[src/rtl/mips_fetch_unit.sv]
// Instruction fetch stage: holds the PC, issues one word read at a time to instruction
// memory and hands the returned word downstream, redirecting on branch/jump at consume.
module mips_fetch_unit #(
    parameter logic [31:0] RESET_PC = 32'h0000_0000
) (
    input  logic        clock,
    input  logic        reset_n,
    output logic        imem_req_valid,
    input  logic        imem_req_ready,
    output logic [31:0] imem_req_addr,
    input  logic        imem_resp_valid,
    input  logic [31:0] imem_resp_data,
    output logic        instr_valid,
    input  logic        instr_ready,
    output logic [31:0] instruction,
    output logic [31:0] instr_pc,
    input  logic        branch_taken,
    input  logic [31:0] branch_offset,
    input  logic        jump,
    input  logic [25:0] jump_target
);

    typedef enum logic [1:0] {StIdle, StReq, StWait, StHold} state_e;

    state_e      state;
    logic [31:0] pc;
    logic [31:0] seq_pc;
    logic [31:0] next_pc;

    // Redirect is computed from the word being consumed; jump wins over a taken branch.
    always_comb begin
        seq_pc = instr_pc + 32'd4;
        if (jump) begin
            next_pc = {seq_pc[31:28], jump_target, 2'b00};
        end else if (branch_taken) begin
            next_pc = seq_pc + (branch_offset << 2);
        end else begin
            next_pc = seq_pc;
        end
    end

    always_ff @(posedge clock) begin
        if (!reset_n) begin
            state       <= StIdle;
            pc          <= RESET_PC;
            instruction <= 32'd0;
            instr_pc    <= 32'd0;
        end else begin
            unique case (state)
                StIdle: state <= StReq;
                StReq: begin
                    if (imem_req_ready) begin
                        state <= StWait;
                    end
                end
                // A response coincident with acceptance is never seen here: state is still StReq.
                StWait: begin
                    if (imem_resp_valid) begin
                        instruction <= imem_resp_data;
                        instr_pc    <= pc;
                        state       <= StHold;
                    end
                end
                StHold: begin
                    if (instr_ready) begin
                        pc    <= next_pc;
                        state <= StReq;
                    end
                end
                default: state <= StIdle;
            endcase
        end
    end

    assign imem_req_valid = (state == StReq);
    assign imem_req_addr  = pc;
    assign instr_valid    = (state == StHold);

endmodule

[config.mk]
export PLATFORM = sky130hd
export DESIGN_NAME = mips_fetch_unit
export DESIGN_NICKNAME = d
export VERILOG_FILES = /design/src/rtl/mips_fetch_unit.sv
export SDC_FILE = /design/constraint.sdc
export NUM_CORES = 1
export LEC_CHECK = 0
export BUFFER_PORTS_ARGS = -buffer_cell sky130_fd_sc_hd__buf_2
export CORE_ASPECT_RATIO = 1.4
export CORE_MARGIN = 2
export CORE_UTILIZATION = 30
export DETAILED_ROUTE_END_ITERATION = 8
export GPL_TIMING_DRIVEN = 0
export PLACE_DENSITY = 0.48
export SLEW_MARGIN = 20
export SYNTH_ARGS = -nofsm -noshare
export SYNTH_HDL_FRONTEND = slang
export SYNTH_SLANG_ARGS = --single-unit
[constraint.sdc]
create_clock -name clock -period 5.5 [get_ports clock]
set_clock_uncertainty 0.2 [all_clocks]
set_input_delay 1.1 -clock clock [delete_from_list [all_inputs] [get_ports clock]]
set_output_delay 1.1 -clock clock [all_outputs]
set_load 0.05 [all_outputs]
==> results of run 1 <==
-- placed cells by master, fill, tap and decap left out, types with 4 or more instances in the layout --
cell,count
and4_1,7
xor2_1,19
o21ai_0,40
o211ai_1,8
a21oi_1,42
buf_1,9
nor2_1,28
clkbuf_16,9
a22oi_1,6
a21boi_0,68
inv_1,12
mux2i_1,6
a211oi_1,10
nand2_1,205
a21o_1,18
nand2b_1,4
xnor2_1,30
o21a_1,4
nand3_1,37
and3_1,8
buf_2,192
dfxtp_1,98
o21ai_1,4
clkbuf_1,34
nor3_1,9
ha_1,41
and2_1,8
nand4_1,12
o31ai_1,5
-- synthesized netlist by cell type (all sizes together) (3+ instances only) --
library cell  instances
a31oi                 4
o21ai                44
nand3                37
buf                  10
ha                   41
o211ai                8
o21a                  4
a22oi                 6
xor2                 19
and4                  7
mux2i                 6
nand4                12
inv                  12
nor2                 28
a32o                  3
o211a                 3
a21oi                42
and3                  9
nand2b                4
a21boi               68
a211oi               10
dfxtp                98
clkbuf               34
and2                  9
a21o                 18
o31ai                 5
a22o                  3
nor3                  9
nand2               205
xnor2                30
-- path summary, 6_finish.rpt --
path,startpoint,end,slack (ns)
min,instruction[1]$_SDFFE_PN0P_,instruction[1]$_SDFFE_PN0P_,0.26
max,instr_pc[4]$_SDFFE_PN0P_,imem_req_addr[30]$_SDFFE_PN0P_,0.84
min reg2reg,instruction[1]$_SDFFE_PN0P_,instruction[1]$_SDFFE_PN0P_,0.26
max reg2reg,instr_pc[4]$_SDFFE_PN0P_,imem_req_addr[30]$_SDFFE_PN0P_,0.84
-- flip-flops by register name, summed over array words and instances, names as in the netlist --
signal / cells
imem_req_addr: 32
instr_pc: 32
instruction: 32
state: 2
-- power by group --
| part | internal (uW) | switching (uW) | leakage (uW) | total [uW] |
|---|---|---|---|---|
| sequential | 756 | 35.3 | 0.000792 | 792 |
| combinational | 159 | 420 | 0.00254 | 578 |
| clock | 322 | 331 | 0.000147 | 653 |
-- worst max-delay path: cells and delay by family (launching register included) --
family	cells	cell delay [ns]
XOR/XNOR	1	0.19
multiplexers	1	0.34
AND/OR/NAND/NOR	5	1.25
AO/OA/AOI/OAI	5	1.26
flip-flops	1	0.47
adder cells (fa/ha/maj)	1	0.43
buffers and inverters	1	0.43
-- kinds of logic after synthesis --
group | count (synthesis) | synth area share, %
AND/OR/NAND/NOR | 331 | 23.1
AO/OA/AOI/OAI | 234 | 25.9
flip-flops | 98 | 31.0
buffers and inverters | 56 | 3.44
XOR/XNOR | 49 | 6.78
adder cells (fa/ha/maj) | 42 | 8.42
multiplexers | 8 | 1.36
-- layer usage --
metal | global-route usage, % | up-vias
li1 | - | 3290
met1 | 25.6 | 2989
met2 | 37.9 | 218
met3 | 5.00 | 36
met4 | 7.92 | 0
met5 | 0 | -
-- through the flow --
step,cell area [sq um],setup WS (ns),utilization [%]
final,7910,0.835,38.3
after global routing,7910,0.544,38.3
after CTS,7910,0.825,38.3
after detailed placement,7610,0.895,36.9
after global placement,7610,0.821,36.9
after floorplan,6330,1.28,-
-- area by class of cell --
class | instances | share of cell area, %
tap | 256 | 4.05
timing repair buffer | 192 | 12.1
clock inverter | 7 | 0.886
antenna | 2 | 0.0633
sequential | 98 | 24.8
clock buffer | 9 | 2.85
buffer | 44 | 2.18
inverter | 12 | 0.569
multi-input combinational | 664 | 52.5
==> results_dict.tcl, run 1 <==
set metrics [dict create \
    setup_tns_ns 0 \
    critical-path-max-stage-delay_ns 0.47 \
    dp_hpwl_mm 19.0 \
    cp_data_required_time_ns 5.57 \
    root_buffer "clkbuf_16" \
    post_cts_resized 0 \
    fp.dieW_um 127 \
    wl_met1_mm 9.94 \
    synth_flop_cell "dfxtp_1" \
    synth_largest_area_cell "dfxtp_1" \
    grt_max_degree 20 \
    multi_input_area_sq_um 4150 \
    maxCapViolations 0 \
    fin_hold_ws_ns 0.264 \
    num_rows 62 \
    status "finished clean" \
    dr.max_layer_used "met4" \
    io_buffer_count 192 \
    avgSynthCellArea_sq_um 7.74 \
    antenna_found_initial 2 \
    synth_area_leaders "dfxtp_1 (31%), nand2_1 (12%), ha_1 (8.1%)" \
    worst-path-max-fanout 7 \
    clockBufferDepth 2 \
    clkSinkCount 98 \
    setup_viol 0 \
    netlist_instances 818 \
    wl_per_cell_um 18.7 \
    ys_ff_latch 98 \
    area_growth_pct 25.0 \
    rr_worst_depth 14 \
    yosys_warnings 0 \
    ff_latch_area_sq_um 1960 \
    drv_slew 0 \
    vias_per_cell 5.09 \
    syn_area_sq_um 6330 \
    drtIter0Drc 346 \
    p_leak_uw 0.00347 \
    synth_edf_count 0 \
    vias 6533 \
    yosys.cell_types.count 58 \
    min_path_type "reg2reg" \
    finalCritPeriodShare_pct 84.8 \
    start_util_pct 30.7 \
    clkTransAtPathRegs_ns 0.08 \
    overflow 0 \
    cp_data_arrival_time_ns 4.74 \
    die_area_sq_um 22300 \
    nNetsFinal 1160 \
    globalplace.congestion 0.903 \
    max_freq_ghz 0.214 \
    worstMarginPinSlew_ns 1.14 \
    numCtsBuffers 9 \
    drcViolationCount 0 \
    powerDensity_nw_per_um2 256 \
    grt_pass1_wl_mm 37.3 \
    total_power_uw 2020 \
    place_inst 1266 \
    drive_above_1_share_pct 21.3 \
    postRouteAntennaNets 0 \
    crit_type "reg2reg" \
    period_minus_slack_ns 4.66 \
    grt_setup_unrepaired "no" \
    slew_headroom_pct 23.5 \
    vdd_drop_max_mv 0.153 \
    synth_top_area_share_pct 31.0 \
    instances_no_fill 1284 \
    fill_cells 2300 \
    worstHoldPathCells 2 \
    hold_buffers 0 \
    path_cells "and4_1, and2_0, clkbuf_1, nand3_1, xnor2_1, ha_1, nand2_1, or3_1, o211a_4, o221ai_4, a31oi_4, o31ai_1, mux2_4, a221oi_2" \
    htreeDepth 3 \
    clk_latency_ns 0.36 \
    grt_pass1_vias 6536 \
    slowest_stage "dfxtp_1" \
    die_h_um 176 \
    io-pin-count 195 \
    tritoncts "built" \
    met3_length_mm 1.38 \
    endpoint_kind "register" \
    firstDrtPassIters 5 \
    track_usage_pct 21.6 \
    post_cts_buffers 0 \
    hold_violations 0 \
    cp-start-kind "register" \
    dr_wl_met2_mm 12.0 \
    core-area_sq_um 20600 \
    synthArstFlopShare_pct 0 \
    drt-total-wl_mm 24.1 \
    ys_seq_area_share_pct 31.0 \
    synth_nets 957 \
]
(Power assumes the default switching activity.)
==> run 2, diff against run 1 <==
--- a/config.mk
+++ b/config.mk
@@ -11,7 +11,7 @@
 export CORE_UTILIZATION = 30
 export DETAILED_ROUTE_END_ITERATION = 8
 export GPL_TIMING_DRIVEN = 0
-export PLACE_DENSITY = 0.48
+export PLACE_DENSITY = 0.49
 export SLEW_MARGIN = 20
 export SYNTH_ARGS = -nofsm -noshare
 export SYNTH_HDL_FRONTEND = slang
==> constraint.sdc (replaced) <==
create_clock -name clock -period 3.92 [get_ports clock]
set_clock_uncertainty 0.2 [all_clocks]
set_input_delay 0.784 -clock clock [delete_from_list [all_inputs] [get_ports clock]]
set_output_delay 0.784 -clock clock [all_outputs]
set_load 0.05 [all_outputs]
==> run 2 against run 1 <==
  * Wire length fell by 0.54%
  * Sequential share of layout area fell by 0.19 points
  * Total power rose by 40%
  * Combinational power rose by 41%
  * Count of clock-buffer cells in the layout did not move
  * First-iteration DRC count rose by 6.1%
  * Highest routed layer is now met5
==> results_dict.tcl, run 2 (synthesis results as in run 1) <==
set metrics [dict create \
    rr_worst_depth 14 \
    critical-path-max-stage-delay_ns 0.42 \
    numCtsBuffers 9 \
    max_freq_ghz 0.261 \
    num_rows 62 \
    clkSinkCount 98 \
    clockBufferDepth 2 \
    htreeDepth 3 \
    worstMarginPinSlew_ns 1.06 \
    wl_per_cell_um 18.6 \
    clkTransAtPathRegs_ns 0.08 \
    cp_data_arrival_time_ns 3.90 \
    io-pin-count 195 \
    slew_headroom_pct 28.5 \
    crit_family "compound AO/OA/AOI/OAI gates" \
    finalCritPeriodShare_pct 97.8 \
    maxCapViolations 0 \
    firstDrtPassIters 5 \
    worst-path-max-fanout 7 \
    grt_pass1_wl_mm 36.7 \
    track_usage_pct 21.3 \
    vias_per_cell 5.10 \
    min_path_type "reg2reg" \
    fill_cells 2264 \
    cp-start-kind "register" \
    die_area_sq_um 22300 \
    met1_usage_pct 25.1 \
    p_int_uw 1730 \
    io_buffer_count 192 \
    reg2reg_slack_ns 0.09 \
    p_leak_uw 0.00353 \
    met3_usage_pct 5.00 \
    dp_hpwl_mm 18.9 \
    die_h_um 176 \
    hold_end "instruction[8]$_SDFFE_PN0P_" \
    grt_max_degree 20 \
    final_util_pct 39.0 \
    drv_slew 0 \
    crit_type "reg2reg" \
    instances_no_fill 1285 \
    met2_usage_pct 36.8 \
    worstHoldPathCells 2 \
    path_cells "and4_4, and2_0, clkbuf_8, nand3_1, xnor2_1, ha_1, nand2_1, or3_4, o211a_4, o221ai_4, a31oi_4, o31ai_4, mux2_4, a221oi_2" \
    layout_commonest_cell "nand2_1" \
    status "finished clean" \
    multi_input_area_sq_um 4250 \
    final_cell_mix "nand2_1 (205), buf_2 (192), dfxtp_1 (92)" \
    overflow 0 \
    hold_violations 0 \
    antenna_found_initial 5 \
    cp_data_required_time_ns 3.99 \
    tritoncts "built" \
    drcViolationCount 0 \
    r2r_end "imem_req_addr[30]$_SDFFE_PN0P_" \
    start_util_pct 30.7 \
    p_comb_share_pct 28.6 \
    min-delay-start "instruction[8]$_SDFFE_PN0P_" \
    grt_pass1_vias 6539 \
    drt-total-wl_mm 23.9 \
    slowest_stage "or3_4" \
    endpoint_kind "register" \
    grt_setup_unrepaired "yes" \
    root_buffer "clkbuf_16" \
    clock_power_share_pct 32.4 \
    p_switching_uw 1110 \
    postRouteAntennaNets 0 \
    setup_viol 0 \
    vias 6552 \
    place_inst 1266 \
    crit_buf_inv 1 \
    period_minus_slack_ns 3.83 \
    clk_latency_ns 0.36 \
    drtIter0Drc 367 \
    core-area_sq_um 20600 \
    powerDensity_nw_per_um2 353 \
    vdd_drop_max_mv 0.233 \
    nNetsFinal 1161 \
    busiest_layer "met2" \
    fin_hold_ws_ns 0.260 \
    ff_latch_area_sq_um 1980 \
    swShare_pct 39.0 \
    fp.dieW_um 127 \
    drive_above_1_share_pct 23.8 \
    pwr-share-seq_pct 38.9 \
    globalplace.congestion 0.892 \
    hold_buffers 0 \
    r2r_start "instr_pc[4]$_SDFFE_PN0P_" \
    area_growth_pct 27.3 \
]
run 2: changes by cell type in the layout (fill, tap and decap cells not counted), sizes merged:
cell,previous run,this run
buf,202,203
run 2: repair_timing:
action                     4_1_cts  5_1_grt
buffers inserted                 1        0
setup endpoints to repair        7        6
pin swaps                        2        0
resized for setup               18        9
run 2: worst max path at each step:
stage,slack (ns),to,from,depth (start not counted)
CTS,0.02,imem_req_addr[30]$_SDFFE_PN0P_,instr_pc[8]$_SDFFE_PN0P_,14
floorplan,0.02,imem_req_addr[30]$_SDFFE_PN0P_,instr_pc[5]$_SDFFE_PN0P_,14
detailed placement,-0.53,imem_req_addr[30]$_SDFFE_PN0P_,instr_pc[4]$_SDFFE_PN0P_,14
global route,-0.08,imem_req_addr[30]$_SDFFE_PN0P_,instr_pc[4]$_SDFFE_PN0P_,14
global placement,-0.58,imem_req_addr[30]$_SDFFE_PN0P_,instr_pc[4]$_SDFFE_PN0P_,14
finish,0.09,imem_req_addr[30]$_SDFFE_PN0P_,instr_pc[4]$_SDFFE_PN0P_,14
run 2: per-stage QoR:
step                      setup slack [ns]  area (sq um)  setup TNS, ns  total power, uW
after floorplan                     0.0235          6350              0             1680
after global placement              -0.581          7630          -1.64             1950
after detailed placement            -0.527          7630          -1.43             1950
after CTS                           0.0238          8010              0             2880
after global routing               -0.0774          8050        -0.0774             2990
final                               0.0865          8050              0             2840
run 2: power by group through the flow:
| stage | registers (uW) | clock network [uW] | logic, uW |
|---|---|---|---|
| final | 1110 | 921 | 814 |
| after global routing | 1110 | 982 | 888 |
| after CTS | 1110 | 949 | 821 |
| after detailed placement | 1130 | 0 | 815 |
| after global placement | 1130 | 0 | 817 |
| after floorplan | 1320 | 0 | 363 |
run 2: routing by layer:
layer | vias to the layer above | routed length [um]
met5 | - | 29
met4 | 6 | 1020
met3 | 56 | 1360
met2 | 196 | 11600
met1 | 2991 | 9960
li1 | 3303 | -
run 2: tightest hold or removal path: cells and delay by family (launching register included):
family,cells,cell delay [ns]
compound gates,1,0.06
flops,1,0.31
simple gates,1,0.04
run 2: area by class of cell:
class | count | share of cell area [%]
repair buffers | 193 | 12.0
clock inverters | 7 | 0.870
clock buffers | 9 | 2.80
flip-flops and latches | 98 | 24.6
plain buffers | 44 | 2.28
inverters | 12 | 0.559
multi-input cells | 664 | 52.8
well taps | 256 | 3.98
diodes | 2 | 0.0621
==> run 3, diff against run 2 <==
--- a/config.mk
+++ b/config.mk
@@ -6,12 +6,14 @@
 export NUM_CORES = 1
 export LEC_CHECK = 0
 export BUFFER_PORTS_ARGS = -buffer_cell sky130_fd_sc_hd__buf_2
+export CAP_MARGIN = 20
 export CORE_ASPECT_RATIO = 1.4
 export CORE_MARGIN = 2
 export CORE_UTILIZATION = 30
 export DETAILED_ROUTE_END_ITERATION = 8
 export GPL_TIMING_DRIVEN = 0
 export PLACE_DENSITY = 0.49
+export RECOVER_POWER = 25
 export SLEW_MARGIN = 20
 export SYNTH_ARGS = -nofsm -noshare
 export SYNTH_HDL_FRONTEND = slang
==> run 3 against run 2 <==
  * Die area did not move
  * Setup slack better by 0.0026 ns
  * Register-to-register slack hardly changed
  * Non-clock buffer count stayed put
  * Critical path type unchanged
==> results_dict.tcl, run 3 (synthesis results as in run 1) <==
set metrics [dict create \
    rr_worst_depth 14 \
    max_freq_ghz 0.261 \
    start_util_pct 30.7 \
    wl_per_cell_um 18.6 \
    period_minus_slack_ns 3.83 \
    vias_per_cell 5.09 \
    postRouteAntennaNets 0 \
    drtIter0Drc 380 \
    clk_latency_ns 0.36 \
    vias 6540 \
    dp_hpwl_mm 18.9 \
    maxCapViolations 0 \
    fill_cells 2280 \
    clkTransAtPathRegs_ns 0.08 \
    fp.dieW_um 127 \
    clkSinkCount 98 \
    root_buffer "clkbuf_16" \
    worstHoldPathCells 2 \
    endpoint_kind "register" \
    powerDensity_nw_per_um2 354 \
    drcViolationCount 0 \
    finalCritPeriodShare_pct 97.7 \
    worst-path-max-fanout 7 \
    drive_above_1_share_pct 19.4 \
    status "finished clean" \
    core-area_sq_um 20600 \
    final_util_pct 38.8 \
    nNetsFinal 1161 \
    total_power_uw 2830 \
    layout_commonest_cell "nand2_1" \
    grt_pass1_vias 6539 \
    die_h_um 176 \
    io_buffer_count 192 \
    p_leak_uw 0.00334 \
    min_path_type "reg2reg" \
    io-pin-count 195 \
    crit_type "reg2reg" \
    clockBufferDepth 2 \
    fin_area_sq_um 8000 \
    globalplace.congestion 0.892 \
    overflow 0 \
    grt_max_degree 20 \
    numCtsBuffers 9 \
    area_growth_pct 26.4 \
    num_rows 62 \
    setup_ws_ns 0.0891 \
    setup_viol 0 \
    cp_data_arrival_time_ns 3.90 \
    firstDrtPassIters 5 \
    drv_slew 0 \
    final_cell_mix "nand2_1 (205), buf_2 (147), dfxtp_1 (92)" \
    antenna_found_initial 5 \
    hold_violations 0 \
    grt_pass1_wl_mm 36.7 \
    cp-start-kind "register" \
    tritoncts "built" \
    cp_data_required_time_ns 3.99 \
    worstMarginPinSlew_ns 1.05 \
    grt_setup_unrepaired "yes" \
    dpl_worst_slack_ns -0.527 \
    placed_cell_area_sq_um 7630 \
    vdd_drop_max_mv 0.232 \
    die_area_sq_um 22300 \
    htreeDepth 3 \
    slew_headroom_pct 29.2 \
    track_usage_pct 21.3 \
    drt-total-wl_mm 23.9 \
]
-- run 3: changes by cell type in the layout (fill, tap and decap cells not counted) --
cell / delta
buf_2: -45
clkbuf_1: +45
-- run 3: worst max-delay path, stage by stage, from the launching register on --
cell and delay (ns):
dfxtp_4 0.39, and4_4 0.28, and2_0 0.16, clkbuf_8 0.17, nand3_1 0.10, xnor2_1 0.17, ha_1 0.32, nand2_1 0.08
or3_4 0.42, o211a_4 0.26, o221ai_4 0.20, a31oi_4 0.16, o31ai_4 0.24, mux2_4 0.33, a221oi_2 0.25
-- run 3: worst paths after layout --
check / start / to / slack, ns
max: instr_pc[4]$_SDFFE_PN0P_ / imem_req_addr[30]$_SDFFE_PN0P_ / 0.09
min: instruction[8]$_SDFFE_PN0P_ / instruction[8]$_SDFFE_PN0P_ / 0.26
max reg2reg: instr_pc[4]$_SDFFE_PN0P_ / imem_req_addr[30]$_SDFFE_PN0P_ / 0.09
min reg2reg: instruction[8]$_SDFFE_PN0P_ / instruction[8]$_SDFFE_PN0P_ / 0.26
-- run 3: area by class of cell --
class,instances,area (sq um),area share (%)
repair buffers,193,912,11.4
clock buffers,9,225,2.82
inverters,12,45.0,0.563
flip-flops and latches,98,1980,24.8
diodes,2,5.00,0.0626
plain buffers,44,184,2.30
clock inverters,7,70.1,0.876
well taps,256,320,4.01
multi-input cells,664,4250,53.2
-- run 3: where the power goes --
part	internal [uW]	switching (uW)
registers	1060	49.1
clock network	451	470
logic	212	590
-- run 3: stage by stage --
stage / cells / hold WS, ns / setup TNS [ns]
after floorplan: 818 / 0.322 / 0
after global placement: 1266 / 0.248 / -1.64
after detailed placement: 1266 / 0.253 / -1.43
after CTS: 1283 / 0.264 / 0
after global routing: 1283 / 0.287 / -0.0774
final: 1285 / 0.261 / 0
-- run 3: repair_timing --
action	CTS	global route
cloned	0	0
endpoints found under the setup margin	7	6
buffers inserted	1	0
hold buffers	0	0
resized for setup	18	9
pin swaps	2	0
-- run 3: metal layers --
metal	GRT usage [%]	share of wire, %
met2	36.8	48
met5	0	0.14
met3	5.00	5.8
met1	25.1	41
met4	9.62	4.2
